--- src/rtl/ser101_pkg.sv ---
// ser101_pkg: shared state encoding, preamble constant and counter sizing for the 101-framed link
package ser101_pkg;
  typedef enum logic [2:0] {IDLE, PRE1, PRE0, PRE2, DATA, GAP} state_e;
  localparam logic [2:0] PREAMBLE = 3'b101;
  function automatic int cnt_w(input int w);
    return (w < 2) ? 1 : $clog2(w);
  endfunction
endpackage

--- src/rtl/preamble_serializer_101_if.sv ---
// preamble_serializer_101_if: word handshake and serial line bundle between upstream and serializer
interface preamble_serializer_101_if #(parameter int DATA_W = 8);
  logic load;
  logic [DATA_W-1:0] data_in;
  logic ready;
  logic x_out;
  logic frame_active;
  logic done;
  modport master (output load, data_in, input ready, x_out, frame_active, done);
  modport slave (input load, data_in, output ready, x_out, frame_active, done);
endinterface

--- src/rtl/piso_shift_reg.sv ---
// piso_shift_reg: parallel-load, MSB-first left-shift register with synchronous clear
module piso_shift_reg #(parameter int DATA_W = 8) (
  input  logic              clk,
  input  logic              clr_n,
  input  logic              load_en,
  input  logic              shift_en,
  input  logic [DATA_W-1:0] d_i,
  output logic              msb
);
  logic [DATA_W-1:0] shreg_q, shreg_d;
  // load wins over shift so an accepting edge always captures the new word
  always_comb shreg_d = load_en ? d_i : shift_en ? {shreg_q[DATA_W-2:0], 1'b0} : shreg_q;
  // clear has priority over everything, including a coincident load
  always_ff @(posedge clk) shreg_q <= !clr_n ? '0 : shreg_d;
  assign msb = shreg_q[DATA_W-1];
endmodule

--- src/rtl/preamble_serializer_101.sv ---
// preamble_serializer_101: frames each word with a 101 preamble and shifts it out MSB first
module preamble_serializer_101 #(parameter int DATA_W = 8) (
  input logic clk,
  input logic reset_n,
  preamble_serializer_101_if.slave bus
);
  import ser101_pkg::*;
  localparam int CW = cnt_w(DATA_W);
  state_e state_q, state_d;
  logic [CW-1:0] cnt_q, cnt_d;
  logic rdy, accept, shift_en, last, msb;
  assign rdy = (state_q == IDLE) || (state_q == GAP);
  assign accept = bus.load && rdy;
  assign shift_en = state_q == DATA;
  assign last = cnt_q == CW'(DATA_W - 1);
  piso_shift_reg #(.DATA_W(DATA_W)) u_shreg (
    .clk(clk),
    .clr_n(reset_n),
    .load_en(accept),
    .shift_en(shift_en),
    .d_i(bus.data_in),
    .msb(msb)
  );
  // next state: preamble runs unconditionally, GAP either restarts or falls back to IDLE
  always_comb begin
    state_d = IDLE;
    case (state_q)
      IDLE: state_d = accept ? PRE1 : IDLE;
      PRE1: state_d = PRE0;
      PRE0: state_d = PRE2;
      PRE2: state_d = DATA;
      DATA: state_d = last ? GAP : DATA;
      GAP:  state_d = accept ? PRE1 : IDLE;
      default: state_d = IDLE;
    endcase
  end
  // bit counter saturates at the last payload bit so it never wraps
  always_comb cnt_d = accept ? '0 : (shift_en && !last) ? cnt_q + 1'b1 : cnt_q;
  // state and counter registers; a load on the reset edge is dropped
  always_ff @(posedge clk) begin
    state_q <= !reset_n ? IDLE : state_d;
    cnt_q <= !reset_n ? '0 : cnt_d;
  end
  assign bus.ready = rdy;
  assign bus.x_out = (state_q == PRE1) ? PREAMBLE[2] :
                     (state_q == PRE0) ? PREAMBLE[1] :
                     (state_q == PRE2) ? PREAMBLE[0] :
                     (state_q == DATA) ? msb : 1'b0;
  assign bus.frame_active = (state_q == PRE1) || (state_q == PRE0) || (state_q == PRE2) || (state_q == DATA);
  assign bus.done = state_q == GAP;
endmodule

--- src/flat_wrapper.sv ---
// flat-port wrapper written by rule: the top's interface ports become plain ports
module preamble_serializer_101_flat import ser101_pkg::*;
#(parameter int DATA_W = 8)
  (clk, reset_n, bus_load, bus_data_in, bus_ready, bus_x_out, bus_frame_active, bus_done);
  preamble_serializer_101_if #(.DATA_W(DATA_W)) bus_i ();
  input logic clk;
  input logic reset_n;
  input wire logic [$bits(bus_i.load)-1:0] bus_load;
  input wire logic [$bits(bus_i.data_in)-1:0] bus_data_in;
  output wire logic [$bits(bus_i.ready)-1:0] bus_ready;
  output wire logic [$bits(bus_i.x_out)-1:0] bus_x_out;
  output wire logic [$bits(bus_i.frame_active)-1:0] bus_frame_active;
  output wire logic [$bits(bus_i.done)-1:0] bus_done;
  assign bus_i.load = bus_load;
  assign bus_i.data_in = bus_data_in;
  assign bus_ready = bus_i.ready;
  assign bus_x_out = bus_i.x_out;
  assign bus_frame_active = bus_i.frame_active;
  assign bus_done = bus_i.done;
  preamble_serializer_101 #(.DATA_W(DATA_W)) u_core (.clk(clk), .reset_n(reset_n), .bus(bus_i));
endmodule
--- config.mk ---
export PLATFORM = sky130hd
export DESIGN_NAME = preamble_serializer_101_flat
export DESIGN_NICKNAME = d
export VERILOG_FILES = /design/src/rtl/ser101_pkg.sv /design/src/rtl/preamble_serializer_101_if.sv /design/src/rtl/piso_shift_reg.sv /design/src/rtl/preamble_serializer_101.sv /design/src/flat_wrapper.sv
export SDC_FILE = /design/constraint.sdc
export NUM_CORES = 1
export LEC_CHECK = 0
export BUFFER_PORTS_ARGS = -buffer_cell sky130_fd_sc_hd__buf_2
export CAP_MARGIN = 20
export CORE_ASPECT_RATIO = 1.1
export CORE_MARGIN = 2
export CORE_UTILIZATION = 47
export CTS_CLUSTER_DIAMETER = 120
export CTS_CLUSTER_SIZE = 16
export DETAILED_ROUTE_END_ITERATION = 8
export MAX_ROUTING_LAYER = met4
export PLACE_DENSITY = 0.72
export SKIP_CTS_REPAIR_TIMING = 1
export SLEW_MARGIN = 20
export SYNTH_ARGS = -nofsm -noshare
export SYNTH_HDL_FRONTEND = slang
export SYNTH_SLANG_ARGS = --single-unit
--- constraint.sdc ---
create_clock -name clk -period 1.45 [get_ports clk]
set_input_delay 0 -clock clk [delete_from_list [all_inputs] [get_ports clk]]
set_output_delay 0 -clock clk [all_outputs]
set_load 0.01 [all_outputs]
==> metrics.md, run 1 <==
| Metric | Value |
|---|---|
| Sequential-to-total area share from yosys stat | 35.8% |
| Clock-pin slew on the worst setup and hold paths | 90 ps |
| Mapped Nets | 96 |
| Worst min-delay path endpoint | u_core.u_shreg.shreg_q[0] |
| Antenna violations before repair | 0 |
| Via density | 5.69 |
| Status | finished with violations |
| Final GP Congestion | 0.678 |
| Row count | 15 |
| Root buf cell | clkbuf_4 |
| R2r endpoint | u_core.cnt_q[1] |
| Global Route Usage Sum | 19.5% |
| N_diodes | 0 |
| Nets@finish | 117 |
| I/O pin count | 15 |
| Ys Warns | 0 |
| Post-DP HPWL | 1.12 mm |
| Synth Cell Area | 783 um^2 |
| Worst Tran Pin Value | 317 ps |
| Initial DRC count | 6 |
| Violated checks | setup timing |
| RSZ-0062 raised after global routing | true |
| Core box area | 0.00156 mm^2 |
| Clock latency on the worst-skew pair | 290 ps |
| Combinational Power Share | 24.4% |
| Max-cap violations | 0 |
| Power, Total | 0.000975 W |
| Worst Path Max Fanout | 3 |
| Flops & latches, synth | 14 |
| Max VDD drop | 659 uV |
| R2R depth | 5 |
| Reg2reg setup slack | -110 ps |
| Syn Inst Count | 83 |
| Clock share of power | 29.5% |
| Pin count of the biggest net entering global routing | 15 |
| Chip width | 42.9 um |
| Slew Limit Fails | 0 |
| Crit path required time | 1640 ps |
| Internal power | 0.000680 W |
| Switching Power | 0.000295 W |
| Vias | 683 |
| ANT nets after route | 0 |
| Critical path class | reg2reg |
| CTS tree | yes |
| Sw Ratio | 30.3% |
| H-tree depth | 1 |
| Tmin final | 1560 ps |
| Seq. cell area | 288 um^2 |
| Dpl cells | 112 |
| Total grt overflow | 0 |
| Power per Cell Area | 991 mW/mm^2 |
| Area of the multi-input gates | 497 um^2 |
| Drt drc | 0 |
| PnR worst setup slack | -108 ps |
| Wire length per cell | 13.8 um |
| # port buffers | 14 |
| Die height | 46.8 um |
| HP Start | bus_data_in[0] |
| First-pass GRT wire length | 2.77 mm |
| Min-delay worst type | in2reg |
| Final Core Density | 63.1% |
| Final wirelength | 1.66 mm |
| FMAX | 642 MHz |
| CTS buffer count | 3 |
| Clock Skew | 3.05 ps |
| Final Hold Viols | 0 |
| Hold Crit Depth | 3 |
| Post-Synthesis Mean Instance Area | 9.44 um^2 |
| Worst-case clock buffer depth | 2 |
| CP Launch Type | flip-flop |
| P&R area growth vs syn | 25.6% |
| Die area | 0.00201 mm^2 |
| Leakage | 0.406 nW |
| Relative slew slack | 78.7% |
| Final setup viols | 3 |
| Sequential share of power | 46.1% |
| Ratio of cells with drive above 1 in the final layout | 38.8% |
| CP Capture Type | flip-flop |
| RR Startpoint | u_core.cnt_q[0] |
| Sink Count | 14 |
| Number of global-route vias before repair | 613 |
| Tcrit/Tclk final | 107% |
| Post-synthesis cell type count | 30 |
| Starting Density | 50.3% |
| # fillers | 139 |
| CP arrival | 1750 ps |
| Finished Layout Cells | 120 |
| First drt pass iteration count | 5 |
## cell families (layout without fill, tap and decap cells)
logic type	after synthesis	in the layout	share of synthesized area, %
AOI/OAI and AO/OA	20	20	18.7
xor gates and xnor gates	5	5	7.99
and+or+nand+nor	30	30	23.0
adders and majority gates	2	2	3.19
DFF	14	14	35.8
muxes	3	3	4.31
buffers and inverters	9	29	7.03
## how the worst max path moves through the flow
stage / startpoint / end / slack [ps] / depth (start not counted)
6_report: u_core.cnt_q[0] / u_core.cnt_q[1] / -110 / 5
5_1_grt: u_core.cnt_q[0] / u_core.cnt_q[1] / -150 / 5
4_1_cts: u_core.cnt_q[0] / u_core.cnt_q[1] / -170 / 5
3_5_place_dp: u_core.cnt_q[0] / u_core.cnt_q[1] / -160 / 5
3_3_place_gp: u_core.cnt_q[1] / u_core.cnt_q[1] / -120 / 5
2_1_floorplan: u_core.cnt_q[0] / u_core.cnt_q[1] / -90 / 5
## power groups by stage
| stage | logic (W) | clock network, W | registers, W |
|---|---|---|---|
| finish | 0.000238 | 0.000288 | 0.000449 |
| global route | 0.000264 | 0.000305 | 0.000455 |
| global placement | 0.000211 | 0 | 0.000458 |
| detailed placement | 0.000217 | 0 | 0.000458 |
| CTS | 0.000218 | 0.000295 | 0.000449 |
| floorplan | 0.000172 | 0 | 0.000446 |
## metal layers
layer	GRT usage [%]	part of all wire (%)
met1	23.5	47
met3	3.46	3.0
met4	11.3	3.2
met5	-	0
met2	31.2	47
## cell usage after synthesis
master	instances	area share (%)
or3b_1	1	1.1
nor3b_4	1	2.4
nor4b_4	1	3.0
clkbuf_1	1	0.48
o21a_1	1	0.96
mux2_1	3	4.3
o311ai_1	1	1.1
and2_1	1	0.80
xnor2_1	3	3.4
nor3b_1	1	0.96
o21ai_1	1	0.64
a211oi_1	1	0.96
nand3_2	1	1.3
xor2_4	1	3.5
nand4_1	1	0.80
xor2_1	1	1.1
buf_4	1	0.96
dfxtp_1	14	36
a21boi_1	1	0.96
nand2_1	16	7.7
a31oi_1	7	5.6
nor2_1	2	0.96
ha_1	2	3.2
buf_2	2	1.3
o21ai_0	1	0.64
and3_1	5	4.0
inv_1	2	0.96
clkinv_1	1	0.48
o41ai_1	7	7.8
buf_6	2	2.9
## critical path, cell delays in order, from the launching register on
cell     delay (ps)
dfxtp_2         340
ha_4            160
ha_4            160
nor4b_4         300
mux2_4          340
and3_4          160
## cells in the final DEF (no fill, tap or decap)
cell	synthesis	layout
nand3_2	1	1
and3_4	0	1
xor2_1	1	1
buf_4	1	8
xnor2_1	3	3
dfxtp_1	14	10
clkinv_1	1	1
dfxtp_2	0	3
o41ai_2	0	2
a31oi_1	7	7
xor2_4	1	1
and2_1	1	1
nand4_1	1	1
a21boi_1	1	1
clkbuf_8	0	1
mux2_4	0	1
and3_1	5	4
or3b_1	1	1
a211oi_1	1	1
inv_1	2	2
buf_2	2	14
nor4b_4	1	1
o21ai_0	1	1
ha_4	0	2
o41ai_1	7	5
nor3b_4	1	1
dfxtp_4	0	1
nor3b_1	1	1
o311ai_1	1	1
o21ai_1	1	1
mux2_1	3	2
nand2_1	16	16
nor2_1	2	2
clkbuf_4	0	3
o21a_1	1	1
## area by class of cell
class,instances,area share [%]
Multi-Input combinational cell,60,50.5
Inverter,3,1.15
Timing Repair Buffer,22,13.2
Tap cell,17,2.16
Sequential cell,14,29.3
Clock buffer,4,3.69
## per-stage QoR
| step | instance area (um^2) | setup WS [ps] | hold WS, ps | setup TNS, ps |
|---|---|---|---|---|
| 2_1_floorplan | 811 | -91.6 | 146 | -161 |
| 3_3_place_gp | 888 | -125 | 294 | -218 |
| 3_5_place_dp | 888 | -163 | 302 | -309 |
| 4_1_cts | 925 | -175 | 1.35 | -601 |
| 5_1_grt | 983 | -147 | 16.4 | -363 |
| 6_report | 983 | -108 | 8.32 | -220 |
## state kept, by name, indices dropped and copies added (netlist names)
signal,count
u_core.state_q,3
u_core.cnt_q,3
u_core.u_shreg.shreg_q,8
Note: power is estimated with default switching activity, not from simulation.
==> inputs of run 2 (changes only) <==
- CORE_UTILIZATION: 47 -> 53
- PLACE_DENSITY: 0.72 -> 0.77
- clock period: 1.45 -> 1.9 ns (I/O delays scaled with it)
==> metrics.md, run 2 (synthesis results as in run 1) <==
| Metric | Value |
|---|---|
| H-tree depth | 1 (unchanged) |
| Post-DP HPWL | 1.05 mm (-6.5%) |
| Die height | 44.3 um (-5.3%) |
| Tcrit/Tclk final | 88.6% (-19 points) |
| # port buffers | 14 (unchanged) |
| Final wirelength | 1.48 mm (-11%) |
| Clock latency on the worst-skew pair | 280 ps (about the same) |
| Vias | 648 (-5.1%) |
| Status | completed |
| Antenna violations before repair | 0 (unchanged) |
| Drt drc | 0 (unchanged) |
| Crit path required time | 2070 ps (+430 ps) |
| Tmin final | 1680 ps (+124 ps) |
| Max VDD drop | 424 uV (-36%) |
| ANT nets after route | 0 (unchanged) |
| Pin count of the biggest net entering global routing | 15 (unchanged) |
| Total grt overflow | 0 (unchanged) |
| Most common cell after layout, fill and taps aside | nand2_1 |
| Root buf cell | clkbuf_4 |
| Initial DRC count | 13 (+7) |
| CTS buffer count | 3 (unchanged) |
| Final Core Density | 62.7% (-0.47 points) |
| First-pass GRT wire length | 2.57 mm (-7.5%) |
| Relative slew slack | 54.7% (-24 points) |
| Pre-CTS setup slack | 218 ps (+380 ps) |
| Critical Path Slowest Stage Cell | mux2_1 |
| CP Launch Type | flip-flop |
| Slew Limit Fails | 0 (unchanged) |
| Clock-pin slew on the worst setup and hold paths | 80 ps (about the same) |
| Hold Crit Depth | 3 (unchanged) |
| Buf/Inv on CP | 0 (unchanged) |
| # fillers | 131 (-5.8%) |
| Biggest register | u_core.u_shreg.shreg_q |
| CP Cell Sequence | ha_1 > ha_1 > nor4b_4 > mux2_1 > and3_1 |
| Worst Path Max Fanout | 3 (unchanged) |
| CTS tree | yes |
| Ratio of cells with drive above 1 in the final layout | 24.0% (-15 points) |
| FMAX | 594 MHz (-7.4%) |
| Wire length per cell | 13.2 um (-4.3%) |
| Max FFs per register | 8 (unchanged) |
| Worst-case clock buffer depth | 2 (unchanged) |
| Global Route Usage Sum | 21.5% (+1.9 points) |
| I/O pin count | 15 (unchanged) |
| Row count | 14 (-1) |
| Clock Skew | 5.35 ps (+2.30 ps) |
| Power, Total | 0.000664 W (-32%) |
| Biggest regs | u_core.u_shreg.shreg_q (8), u_core.cnt_q (3), u_core.state_q (3) |
| Core box area | 0.00138 mm^2 (-11%) |
| PnR worst setup slack | 217 ps (+326 ps) |
| CP arrival | 1860 ps (+110 ps) |
| N_diodes | 0 (unchanged) |
| Critical path class | reg2reg |
| R2R depth | 5 (unchanged) |
| Min-delay worst type | in2reg |
| CP Capture Type | flip-flop |
| Leakage | 0.366 nW (-9.9%) |
| Commonest non-fill, non-tap cells in the layout | 16 x nand2_1, 14 x buf_2, 14 x dfxtp_1 |
| RSZ-0062 raised after global routing | false |
| Starting Density | 56.6% (+6.3 points) |
| Setup TNS | 0 ps (+220 ps) |
| Number of global-route vias before repair | 597 (-2.6%) |
| Max stage delay on crit path | 350 ps (about the same) |
| Final Hold Viols | 0 (unchanged) |
| Worst Tran Pin Value | 679 ps (+362 ps) |
| Final setup viols | 0 (-3) |
| P&R area growth vs syn | 10.7% |
| Crit path max-delay family | simple AND/OR/NAND/NOR gates |
| Chip width | 40.7 um (-5.3%) |
| Nets@finish | 111 (-5.1%) |
| Die area | 0.00180 mm^2 (-10%) |
| Critical path depth | 5 (unchanged) |
| Via density | 5.79 (+1.7%) |
| CP dominant cell by count | ha_1 |
| Final GP Congestion | 0.755 (+11%) |
| Power per Cell Area | 766 mW/mm^2 (-23%) |
| Sink Count | 14 (unchanged) |
| Max-cap violations | 0 (unchanged) |
| First drt pass iteration count | 4 (-1) |
[run 2: cell types whose count changed in the layout (fill, tap and decap cells not counted), sizes merged]
cell / change
buf: -6
clkbuf: -1
[run 2: layout make-up]
type                    instances  area, um^2  share of cell area (%)
multi-input cells              60         448                    51.7
flip-flops and latches         14         280                    32.3
repair buffers                 16        85.1                    9.81
clock buffers                   3        22.5                    2.60
well taps                      16        20.0                    2.31
inverters                       3        11.3                    1.30
[run 2: metal layers]
| metal | GRT usage, % | vias to the layer above | wire [um] |
|---|---|---|---|
| met4 | 12.0 | 0 | 33 |
| met2 | 31.4 | 16 | 723 |
| li1 | - | 329 | - |
| met5 | - | - | 0 |
| met1 | 27.6 | 298 | 672 |
| met3 | 3.02 | 5 | 49 |
[run 2: path summary, 6_finish.rpt]
kind / from / end / slack (ps)
setup / recovery: u_core.cnt_q[0] / u_core.cnt_q[1] / 220
hold / removal: bus_data_in[1] / u_core.u_shreg.shreg_q[1] / 10
setup reg to reg: u_core.cnt_q[0] / u_core.cnt_q[1] / 220
hold reg to reg: u_core.u_shreg.shreg_q[6] / u_core.u_shreg.shreg_q[7] / 470
[run 2: worst register-to-register path, cell delays in order, from the launching register on]
cell	delay (ps)
dfxtp_1	330
ha_1	200
ha_1	220
nor4b_4	300
mux2_1	360
and3_1	180
[run 2: power breakdown]
part	switching (W)	leakage (nW)	total (W)	internal, W
Clock	0.0000912	0.0138	0.000165	0.0000735
Sequential	0.0000350	0.115	0.000356	0.000321
Combinational	0.0000763	0.237	0.000143	0.0000670
[run 2: through the flow]
| step | std cells | area, um^2 | hold WS (ps) |
|---|---|---|---|
| after floorplan | 83 | 783 | 146 |
| after global placement | 109 | 845 | 298 |
| after detailed placement | 109 | 845 | 304 |
| after CTS | 112 | 867 | 1.40 |
| after global routing | 112 | 867 | 33.5 |
| final | 112 | 867 | 13.2 |
